===== config.mk =====
export PLATFORM = sky130hd
export DESIGN_NAME = wb_queue
export DESIGN_NICKNAME = d
export VERILOG_FILES = /design/src/rtl/wb_queue.sv
export SDC_FILE = /design/constraint.sdc
export NUM_CORES = 1
export LEC_CHECK = 0
export ABC_AREA = 1
export CAP_MARGIN = 20
export CORE_MARGIN = 5
export CORE_UTILIZATION = 40
export DETAILED_ROUTE_END_ITERATION = 8
export HOLD_SLACK_MARGIN = 0.03
export SLEW_MARGIN = 15
export SYNTH_ARGS = -nofsm -noshare
export SYNTH_HDL_FRONTEND = slang
export SYNTH_SLANG_ARGS = --single-unit
export TNS_END_PERCENT = 30

===== constraint.sdc =====
create_clock -name clk -period 5.6 [get_ports clk]
set_input_delay 0.56 -clock clk [delete_from_list [all_inputs] [get_ports clk]]
set_output_delay 0.56 -clock clk [all_outputs]
set_load 0.01 [all_outputs]

===== src/rtl/wb_queue.sv =====
// Writeback queue between the pipeline result sources and the register file's
// single write port; drains one entry per cycle and forwards pending values.
module wb_queue #(
    parameter int DEPTH = 4,
    parameter int AW    = 5,
    parameter int DW    = 32
) (
    input  logic                    clk,
    input  logic                    reset,
    input  logic                    in_valid,
    input  logic [AW-1:0]           in_addr,
    input  logic [DW-1:0]           in_data,
    output logic                    in_ready,
    input  logic                    hold,
    output logic                    WE3,
    output logic [AW-1:0]           A3,
    output logic [DW-1:0]           WD3,
    input  logic [AW-1:0]           RA1,
    input  logic [AW-1:0]           RA2,
    output logic                    hit1,
    output logic                    hit2,
    output logic [DW-1:0]           fwd1,
    output logic [DW-1:0]           fwd2,
    output logic [$clog2(DEPTH):0]  count,
    output logic                    empty
);

    localparam int PW = $clog2(DEPTH);
    localparam int CW = PW + 1;

    logic [PW-1:0] wr_ptr_q, wr_ptr_d;
    logic [PW-1:0] rd_ptr_q, rd_ptr_d;
    logic [CW-1:0] count_q, count_d;
    logic [AW-1:0] addr_q [DEPTH];
    logic [AW-1:0] addr_d [DEPTH];
    logic [DW-1:0] data_q [DEPTH];
    logic [DW-1:0] data_d [DEPTH];
    logic [PW-1:0] scan_idx;
    logic          push;
    logic          pop;

    // Drain-side outputs come from registered state and hold only.
    assign empty    = (count_q == '0);
    assign in_ready = (count_q != CW'(DEPTH));
    assign WE3      = !empty && !hold;
    assign A3       = empty ? '0 : addr_q[rd_ptr_q];
    assign WD3      = empty ? '0 : data_q[rd_ptr_q];
    assign count    = count_q;

    // Writes to register 0 complete the handshake but are never queued.
    assign push = in_valid && in_ready && (in_addr != '0);
    assign pop  = WE3;

    always_comb begin
        wr_ptr_d = wr_ptr_q;
        rd_ptr_d = rd_ptr_q;
        count_d  = count_q;
        addr_d   = addr_q;
        data_d   = data_q;
        if (push) begin
            addr_d[wr_ptr_q] = in_addr;
            data_d[wr_ptr_q] = in_data;
            wr_ptr_d         = wr_ptr_q + PW'(1);
        end
        if (pop) begin
            rd_ptr_d = rd_ptr_q + PW'(1);
        end
        case ({push, pop})
            2'b10:   count_d = count_q + CW'(1);
            2'b01:   count_d = count_q - CW'(1);
            default: count_d = count_q;
        endcase
    end

    // Scan oldest to youngest so the last match found is the youngest.
    always_comb begin
        hit1     = 1'b0;
        hit2     = 1'b0;
        fwd1     = '0;
        fwd2     = '0;
        scan_idx = '0;
        for (int k = 0; k < DEPTH; k++) begin
            scan_idx = rd_ptr_q + PW'(k);
            if (CW'(k) < count_q) begin
                if ((RA1 != '0) && (addr_q[scan_idx] == RA1)) begin
                    hit1 = 1'b1;
                    fwd1 = data_q[scan_idx];
                end
                if ((RA2 != '0) && (addr_q[scan_idx] == RA2)) begin
                    hit2 = 1'b1;
                    fwd2 = data_q[scan_idx];
                end
            end
        end
    end

    always_ff @(posedge clk or posedge reset) begin
        if (reset) begin
            wr_ptr_q <= '0;
            rd_ptr_q <= '0;
            count_q  <= '0;
        end else begin
            wr_ptr_q <= wr_ptr_d;
            rd_ptr_q <= rd_ptr_d;
            count_q  <= count_d;
        end
    end

    // Entry storage needs no reset; validity is carried by the count.
    always_ff @(posedge clk) begin
        addr_q <= addr_d;
        data_q <= data_d;
    end

endmodule


==> impl_metrics.py, run 1 <==
metrics = {
    "sta": {
        "holdWs_ns": 0.3874,
        "fin_crit_ns": 5.294,
        "fin_ws_ns": 0.3056,
        "rsz0062_at_grt": "false",
        "finalHoldViolCount": 0,
        "worst_pin_slew_ns": 1.037,
        "period_share_pct": 94.54,
        "slew_headroom_pct": 30.89,
        "fmax_mhz": 188.9,
        "fin_tns_setup_ns": 0,
        "fin_worst_skew_ns": 0.009563,
        "drv_slew": 0,
        "finalSetupViolations": 0,
    },
    "synthesis": {
        "yosysMostFrequentCell": "nand2_1",
        "ys_warn_count": 0,
        "synthesis.instances": 1887,
        "syn_area_um2": 12140,
        "async_reset_ff_share_pct": 4.516,
        "synth.avg_cell_area_um2": 6.434,
        "synth-edff-count": 148,
        "syn-num-nets": 1946,
        "ys_seq_area_share_pct": 38.05,
        "synthTopCellsByCount": "667 x nand2_1, 270 x nor2_1, 230 x o21ai_0",
        "ys_ff_latch": 155,
        "yosysTopAreaCell": "edfxtp_1",
        "yosys-top-cells-area": "edfxtp_1 37%, nand2_1 21%, o21ai_0 9.5%",
        "ys.flop_type": "edfxtp_1",
        "synth.top_cell.area_share_pct": 36.60,
        "yosysUniqueCellTypes": 25,
    },
    "floorplanning": {
        "core.rowCount": 63,
        "die_height_um": 184.2,
        "die-area_um2": 33940,
        "start_util_pct": 40.75,
        "fp.dieW_um": 184.2,
        "core_area_um2": 29800,
        "io-pin-count": 160,
    },
    "drt": {
        "highest_layer": "met4",
        "drc": 0,
        "dr_wl_met3_mm": 3.142,
        "wl_met2_mm": 17.68,
        "viasPerCell": 5.273,
        "vias": 12470,
        "wirelength_mm": 39.66,
        "routedLengthMet1_mm": 18.07,
        "first_pass_iters": 8,
        "dr.first_iter.drc_count": 1182,
        "routedWlPerCell_um": 16.78,
        "final_antenna_net_count": 0,
    },
    "final_layout": {
        "drive_gt1_share_pct": 4.306,
        "areaGrowthSynthToFinish_pct": 19.17,
        "nets": 2020,
        "antenna_cells": 0,
        "fin_cells": 2364,
    },
    "clocking": {
        "clk_transition_reported_paths_ns": 0.07,
        "cts_tree": "done",
        "hold_buffers": 0,
        "cts_root_buffer": "clkbuf_16",
        "clock_path_buffers": 2,
        "htreeDepth": 4,
        "insertion_delay_ns": 0.43,
        "post_cts_buffers": 0,
        "cts_sinks": 155,
        "numCtsBuffers": 17,
        "cts_resized": 0,
    },
    "power": {
        "p_leak_nw": 6.384,
        "power_density_nw_per_um2": 614.6,
        "vdd_ir_drop_max_mv": 0.4185,
    },
    "setup_path": {
        "worst_setup_path_start_kind": "flop",
        "crit_type": "reg2out",
        "r2r_setup_slack_ns": 2.78,
        "worstSetupEndpointType": "output port",
        "path_max_fanout": 87,
        "cp.arrival_ns": 4.73,
        "critical_path_required_ns": 5.04,
        "reg2regPathDepth": 10,
    },
    "job": {
        "drv_cap": 0,
    },
    "placement": {
        "dpl.cell_count": 2332,
        "dp_hpwl_mm": 25.65,
        "pre_cts_slack_ns": 0.7839,
        "io_buffers": 159,
        "place_congestion": 0.8991,
    },
    "global_routing": {
        "antenna_found_initial": 0,
        "gr-total-overflow": 0,
        "grt_pass1_wl_mm": 62.00,
        "grt_max_degree": 154,
        "grt_pass1_vias": 11410,
        "grt_util_all_layers_pct": 23.08,
    },
    "min_path": {
        "hold_path.class": "in2async",
    },
    "outcome": {
        "status": "completed",
    },
}
-- kinds of logic (layout without fill, tap and decap cells) --
logic type / count (synthesis) / after routing / share of synthesized area, %
XOR/XNOR: 9 / 9 / 0.6493
AND/OR/NAND/NOR: 1135 / 1135 / 38.03
AO/OA/AOI/OAI: 278 / 278 / 11.64
buffers and inverters: 302 / 389 / 10.81
adder cells (fa/ha/maj): 8 / 8 / 0.8244
flip-flops: 155 / 155 / 38.05
-- registers in the layout (all words and copies together), names as in the netlist --
| signal | cells |
|---|---|
| data_q | 128 |
| addr_q | 20 |
| count | 3 |
| rd_ptr_q | 2 |
| wr_ptr_q | 2 |
-- through the flow --
stage / cell area (um2) / power, W / util (%)
finish: 14470 / 0.008893 / 48.56
global route: 14470 / 0.009633 / 48.56
CTS: 14470 / 0.008864 / 48.55
detailed placement: 13860 / 0.007637 / 46.51
global placement: 13860 / 0.007578 / 46.51
floorplan: 12140 / 0.005409 / -
-- metal layers --
| metal | global-route usage [%] | vias to the layer above |
|---|---|---|
| met2 | 37.10 | 541 |
| met4 | 5.945 | 0 |
| met1 | 32.55 | 5624 |
| met3 | 3.750 | 66 |
| li1 | - | 6234 |
| met5 | 0 | - |
-- cell usage in the layout, fill, tap and decap left out, types with 3 or more instances in the layout --
cell	instances
o21ai_1	39
nor2_4	12
nor2_1	264
clkbuf_16	17
buf_4	22
a21oi_1	5
o21ai_0	230
ha_1	8
xor2_1	7
nand3_1	117
nand3_2	5
nand4_1	66
dfrtp_1	5
bufinv_16	3
inv_1	168
nand2_1	667
o21ai_2	3
edfxtp_1	148
inv_2	6
clkdlybuf4s50_1	159
clkbuf_1	3
-- power breakdown --
group | leakage [nW] | total, W | switching, W | internal, W
clock | 0.291 | 0.00121 | 0.000478 | 0.000728
sequential | 1.43 | 0.00167 | 0.000134 | 0.00153
combinational | 4.66 | 0.00602 | 0.00401 | 0.00201
total | 6.38 | 0.00889 | 0.00462 | 0.00427
-- path summary, 6_finish.rpt --
kind	startpoint	end
worst max-delay path	rd_ptr_q[1]	fwd1[5]
worst min-delay path	reset	count[2]
worst max register to register	count[0]	count[2]
worst min register to register	count[0]	count[0]
max in group asynchronous	reset	rd_ptr_q[1]
min in group clk	count[0]	count[0]
-- critical path: stages, from the launching register on --
cell	delay, ns
dfrtp_4	0.75
buf_4	0.78
nand3_1	0.25
nand3_1	0.15
nand3_1	0.08
nor2_1	0.21
nand3_2	0.71
buf_4	0.51
nand3_1	0.11
nand2_1	0.06
nand2_1	0.10
clkdlybuf4s50_1	0.55
-- layout make-up --
| type | instances | area (um2) |
|---|---|---|
| well taps | 390 | 488.0 |
| multi-input cells | 1430 | 6307 |
| clock buffers | 22 | 464.2 |
| fillers | 2956 | 15330 |
| clock inverters | 10 | 141.4 |
| repair buffers | 183 | 1788 |
| inverters | 174 | 653.1 |
| flip-flops and latches | 155 | 4627 |
Note: power is estimated with default switching activity, not from simulation.
==> run 2, diff against run 1 <==
- CORE_UTILIZATION: 40 -> 27
- PLACE_DENSITY_LB_ADDON: unset -> 0.3
- clock period: 5.6 -> 4.5 ns (I/O delays scaled with it)
==> impl_metrics.py, run 2 (synthesized netlist as in run 1, its figures left out) <==
metrics = {
    "outcome": {
        "status": "completed",
    },
    "power": {
        "clkPwrFrac_pct": 13.6,
        "switchingPower_w": 0.005915,
        "seqPwrFrac_pct": 18.3,
        "netSwitchingFraction_pct": 52.14,
        "p_comb_share_pct": 68.1,
        "p_leak_nw": 6.510,
        "power_density_nw_per_um2": 756.7,
        "vdd_ir_drop_max_mv": 0.4302,
        "power.internal_w": 0.005430,
    },
    "placement": {
        "place_congestion": 0.8659,
        "post_dp_cell_area_um2": 14270,
        "io_buffers": 159,
        "dp_hpwl_mm": 30.59,
    },
    "drt": {
        "final_antenna_net_count": 0,
        "dr.first_iter.drc_count": 966,
        "first_pass_iters": 6,
        "routedWlPerCell_um": 16.79,
        "vias": 12330,
        "drc": 0,
        "wirelength_mm": 43.44,
        "viasPerCell": 4.765,
    },
    "global_routing": {
        "grt_use_met2_pct": 29.33,
        "met3_usage_pct": 2.304,
        "antenna_found_initial": 0,
        "grt_util_all_layers_pct": 17.03,
        "grt_pass1_vias": 11630,
        "grt_max_degree": 98,
        "gr-total-overflow": 0,
        "grt_pass1_wl_mm": 67.07,
        "use_met1_pct": 22.72,
        "busiest_layer": "met2",
    },
    "sta": {
        "worst_pin_slew_ns": 0.9435,
        "holdWs_ns": 0.2692,
        "finalSetupViolations": 0,
        "fin_worst_skew_ns": 0.007537,
        "drv_slew": 0,
        "slew_headroom_pct": 37.01,
        "period_share_pct": 94.52,
        "rsz0062_at_grt": "false",
        "fmax_mhz": 235.1,
        "fin_tns_setup_ns": 0,
        "finalHoldViolCount": 0,
        "fin_crit_ns": 4.253,
    },
    "clocking": {
        "hold_buffers": 0,
        "numCtsBuffers": 17,
        "htreeDepth": 4,
        "cts_sinks": 155,
        "insertion_delay_ns": 0.42,
        "cts_root_buffer": "clkbuf_16",
        "clock_path_buffers": 2,
        "clk_transition_reported_paths_ns": 0.07,
        "cts_tree": "done",
    },
    "floorplanning": {
        "die_height_um": 222.1,
        "die-area_um2": 49310,
        "core_area_um2": 44320,
        "start_util_pct": 27.40,
        "fp.dieW_um": 222.1,
        "io-pin-count": 160,
        "core.rowCount": 77,
    },
    "final_layout": {
        "largest_reg_flops": 128,
        "final_common_cell": "nand2_1",
        "final_cell_mix": "667 x nand2_1, 264 x nor2_1, 230 x o21ai_0",
        "nets": 2041,
        "max_flop_register": "data_q",
        "final_area_um2": 14990,
        "antenna_cells": 0,
        "fillerInstances": 4842,
        "drive_gt1_share_pct": 5.464,
        "areaGrowthSynthToFinish_pct": 23.48,
    },
    "setup_path": {
        "path_max_fanout": 31,
        "max_stage_delay_ns": 0.61,
        "crit_buf_inv": 5,
        "worst_setup_path_start_kind": "flop",
        "cp_common_cell": "nand2_1",
        "worstSetupEndpointType": "output port",
        "crit_type": "reg2out",
        "cp.arrival_ns": 3.80,
        "cpLargestDelayFamily": "buffers and inverters",
        "critical_path_required_ns": 4.05,
        "slowest_stage": "dfrtp_4",
        "path_cells": "inv_4, nand2_1, nand2_8, buf_4, nand2_1, o21ai_2, inv_2, a21oi_1, o21ai_1, nor2_4, buf_4, nand2_1, nand2_1, clkdlybuf4s50_1",
    },
    "min_path": {
        "hold_path.class": "in2async",
    },
    "job": {
        "drv_cap": 0,
    },
}
## run 2: power by group through the flow
stage                     Sequential, W  Clock (W)  Combinational, W
after global routing            0.00210    0.00163           0.00857
after floorplan                 0.00203          0           0.00470
final                           0.00207    0.00154           0.00773
after global placement          0.00209          0           0.00759
after CTS                       0.00207    0.00157           0.00770
after detailed placement        0.00210          0           0.00765
## run 2: cell type report
class                           count  area [um2]  area share (%)
Multi-Input combinational cell   1431        6352           42.37
Clock buffer                       20       466.7           3.113
Sequential cell                   155        4627           30.86
Tap cell                          592       740.7           4.940
Clock inverter                     12       162.7           1.085
Timing Repair Buffer              203        1987           13.25
Inverter                          174       656.9           4.381
## run 2: per-stage QoR
step | total power [W] | util, % | cells | setup slack [ns]
final | 0.01135 | 33.83 | 2587 | 0.2466
after global routing | 0.01230 | 33.83 | 2587 | 0.02233
after CTS | 0.01134 | 33.70 | 2584 | 0.01354
after detailed placement | 0.009746 | 32.19 | 2549 | 0.4305
after global placement | 0.009679 | 32.19 | 2549 | 0.4996
after floorplan | 0.006731 | - | 1887 | 1.379
## run 2: timing repair
| item | CTS | global route |
|---|---|---|
| gates resized for setup | 1 | 9 |
| cloned | 0 | 1 |
| buffers inserted | 3 | 2 |
| endpoints found under the setup margin | 14 | 66 |
| pin swaps | 1 | 2 |
## run 2: worst paths after layout
| check | startpoint | to | slack, ns | cells after the start |
|---|---|---|---|---|
| worst max-delay path | rd_ptr_q[0] | fwd2[15] | 0.25 | 14 |
| worst min-delay path | reset | count[0] | 0.27 | 2 |
| worst max register to register | count[0] | count[2] | 1.79 | 10 |
| worst min register to register | count[0] | count[0] | 0.55 | 1 |
| max in group asynchronous | reset | rd_ptr_q[0] | 3.97 | 2 |
| min in group clk | count[0] | count[0] | 0.55 | 1 |
## run 2: per-layer routing
metal | part of all wire [%] | routed length, um | vias up
li1 | - | - | 6283
met1 | 46 | 19920 | 5610
met2 | 47 | 20480 | 391
met3 | 5.2 | 2256 | 43
met4 | 1.8 | 775 | 0
met5 | 0 | 0 | -
==> run 3, diff against run 2 <==
--- a/config.mk
+++ b/config.mk
@@ -14,2 +14,3 @@
 export PLACE_DENSITY_LB_ADDON = 0.3
+export SKIP_CTS_REPAIR_TIMING = 1
 export SLEW_MARGIN = 15
==> constraint.sdc (replaced) <==
create_clock -name clk -period 5.12 [get_ports clk]
set_input_delay 1.024 -clock clk [delete_from_list [all_inputs] [get_ports clk]]
set_output_delay 1.024 -clock clk [all_outputs]
set_load 0.01 [all_outputs]
==> impl_metrics.py, run 3 (synthesized netlist as in run 1, its figures left out) <==
metrics = {
    "clocking": {
        "numCtsBuffers": 17,
        "cts_sinks": 155,
        "clock_path_buffers": 2,
        "insertion_delay_ns": 0.43,
        "clk_transition_reported_paths_ns": 0.07,
        "cts_tree": "done",
        "htreeDepth": 4,
        "cts_root_buffer": "clkbuf_16",
    },
    "drt": {
        "dr.first_iter.drc_count": 1219,
        "viasPerCell": 4.808,
        "wirelength_mm": 43.87,
        "first_pass_iters": 6,
        "routedWlPerCell_um": 16.97,
        "vias": 12430,
        "final_antenna_net_count": 0,
        "drc": 0,
    },
    "power": {
        "power_density_nw_per_um2": 673.9,
        "vdd_ir_drop_max_mv": 0.3051,
        "p_leak_nw": 6.493,
        "totalPowerFinal_w": 0.01006,
    },
    "global_routing": {
        "grt_pass1_wl_mm": 67.79,
        "grt_pass1_vias": 11960,
        "gr-total-overflow": 0,
        "antenna_found_initial": 2,
        "grt_util_all_layers_pct": 17.36,
        "grt_max_degree": 109,
    },
    "sta": {
        "fin_ws_ns": 0.3180,
        "finalHoldViolCount": 0,
        "fin_tns_setup_ns": 0,
        "finalSetupViolations": 0,
        "period_share_pct": 93.79,
        "slew_headroom_pct": 34.43,
        "worst_pin_slew_ns": 0.9836,
        "fin_crit_ns": 4.802,
        "fin_worst_skew_ns": 0.01513,
        "drv_slew": 0,
        "fmax_mhz": 208.2,
    },
    "final_layout": {
        "nets": 2039,
        "largest_reg_flops": 128,
        "final_cell_mix": "667 x nand2_1, 264 x nor2_1, 230 x o21ai_0",
        "fillerInstances": 4708,
        "max_flop_register": "data_q",
        "final_common_cell": "nand2_1",
        "final_area_um2": 14930,
        "drive_gt1_share_pct": 5.221,
        "areaGrowthSynthToFinish_pct": 23.00,
        "fin_cells": 2585,
    },
    "setup_path": {
        "cp.arrival_ns": 3.78,
        "crit_type": "reg2out",
        "worst_setup_path_start_kind": "flop",
        "path_max_fanout": 32,
        "worstSetupEndpointType": "output port",
        "critical_path_required_ns": 4.10,
    },
    "floorplanning": {
        "core.rowCount": 77,
        "core_area_um2": 44320,
        "die-area_um2": 49310,
        "die_height_um": 222.1,
        "fp.dieW_um": 222.1,
        "io-pin-count": 160,
        "start_util_pct": 27.40,
    },
    "placement": {
        "dpl.cell_count": 2553,
        "post_dp_cell_area_um2": 14300,
        "place_congestion": 0.8443,
        "dp_hpwl_mm": 30.51,
        "io_buffers": 159,
        "pre_cts_slack_ns": 0.3924,
    },
    "outcome": {
        "status": "completed",
    },
    "min_path": {
        "hold_path.class": "reg2reg",
    },
    "job": {
        "drv_cap": 0,
    },
}
[run 3: through the flow]
stage,hold WS (ns),utilization (%)
2_1_floorplan,0.5380,-
4_1_cts,0.5283,33.66
3_5_place_dp,0.5143,32.26
3_3_place_gp,0.5166,32.26
6_report,0.5241,33.70
5_1_grt,0.5757,33.70
[run 3: critical path, cell delays in order (launching register included)]
cell and delay [ns]:
dfrtp_4 0.59, inv_4 0.24, nand2_1 0.13, nand2_4 0.33
nand3_1 0.18, nand2_1 0.18, o21ai_1 0.11, nor2_4 0.15
nand3_2 0.28, buf_4 0.30, nand2_1 0.08, nand3_1 0.07
nand2_1 0.06, nand2_1 0.12, clkdlybuf4s50_1 0.52
[run 3: final timing paths]
path / from / endpoint / slack, ns / depth (start not counted)
max: rd_ptr_q[0] / fwd1[0] / 0.32 / 14
min: count[0] / count[0] / 0.52 / 1
max reg2reg: count[0] / count[2] / 2.44 / 10
min reg2reg: count[0] / count[0] / 0.52 / 1
max in group asynchronous: reset / rd_ptr_q[0] / 4.00 / 2
min in group asynchronous: reset / count[2] / 0.84 / 2
[run 3: layout make-up]
type                    count  area, um2  area share [%]
clock inverters            13      191.4           1.282
well taps                 592      740.7           4.960
multi-input cells        1430       6325           42.35
diodes                      1      2.502         0.01676
flip-flops and latches    155       4627           30.98
clock buffers              18      429.2           2.874
repair buffers            202       1963           13.15
inverters                 174      655.6           4.390
[run 3: per-layer routing]
layer / track usage [%] / wire length, um / vias to the layer above
li1: - / - / 6264
met5: 0 / 11 / -
met1: 22.52 / 19100 / 5647
met2: 29.97 / 21030 / 450
met4: 4.613 / 778 / 2
met3: 2.952 / 2949 / 66
[run 3: power by group]
group | internal, W | total (W) | switching, W | leakage, nW
clock | 0.000819 | 0.00137 | 0.000553 | 0.295
combinational | 0.00230 | 0.00689 | 0.00459 | 4.76
sequential | 0.00168 | 0.00181 | 0.000127 | 1.43
total | 0.00480 | 0.0101 | 0.00527 | 6.49
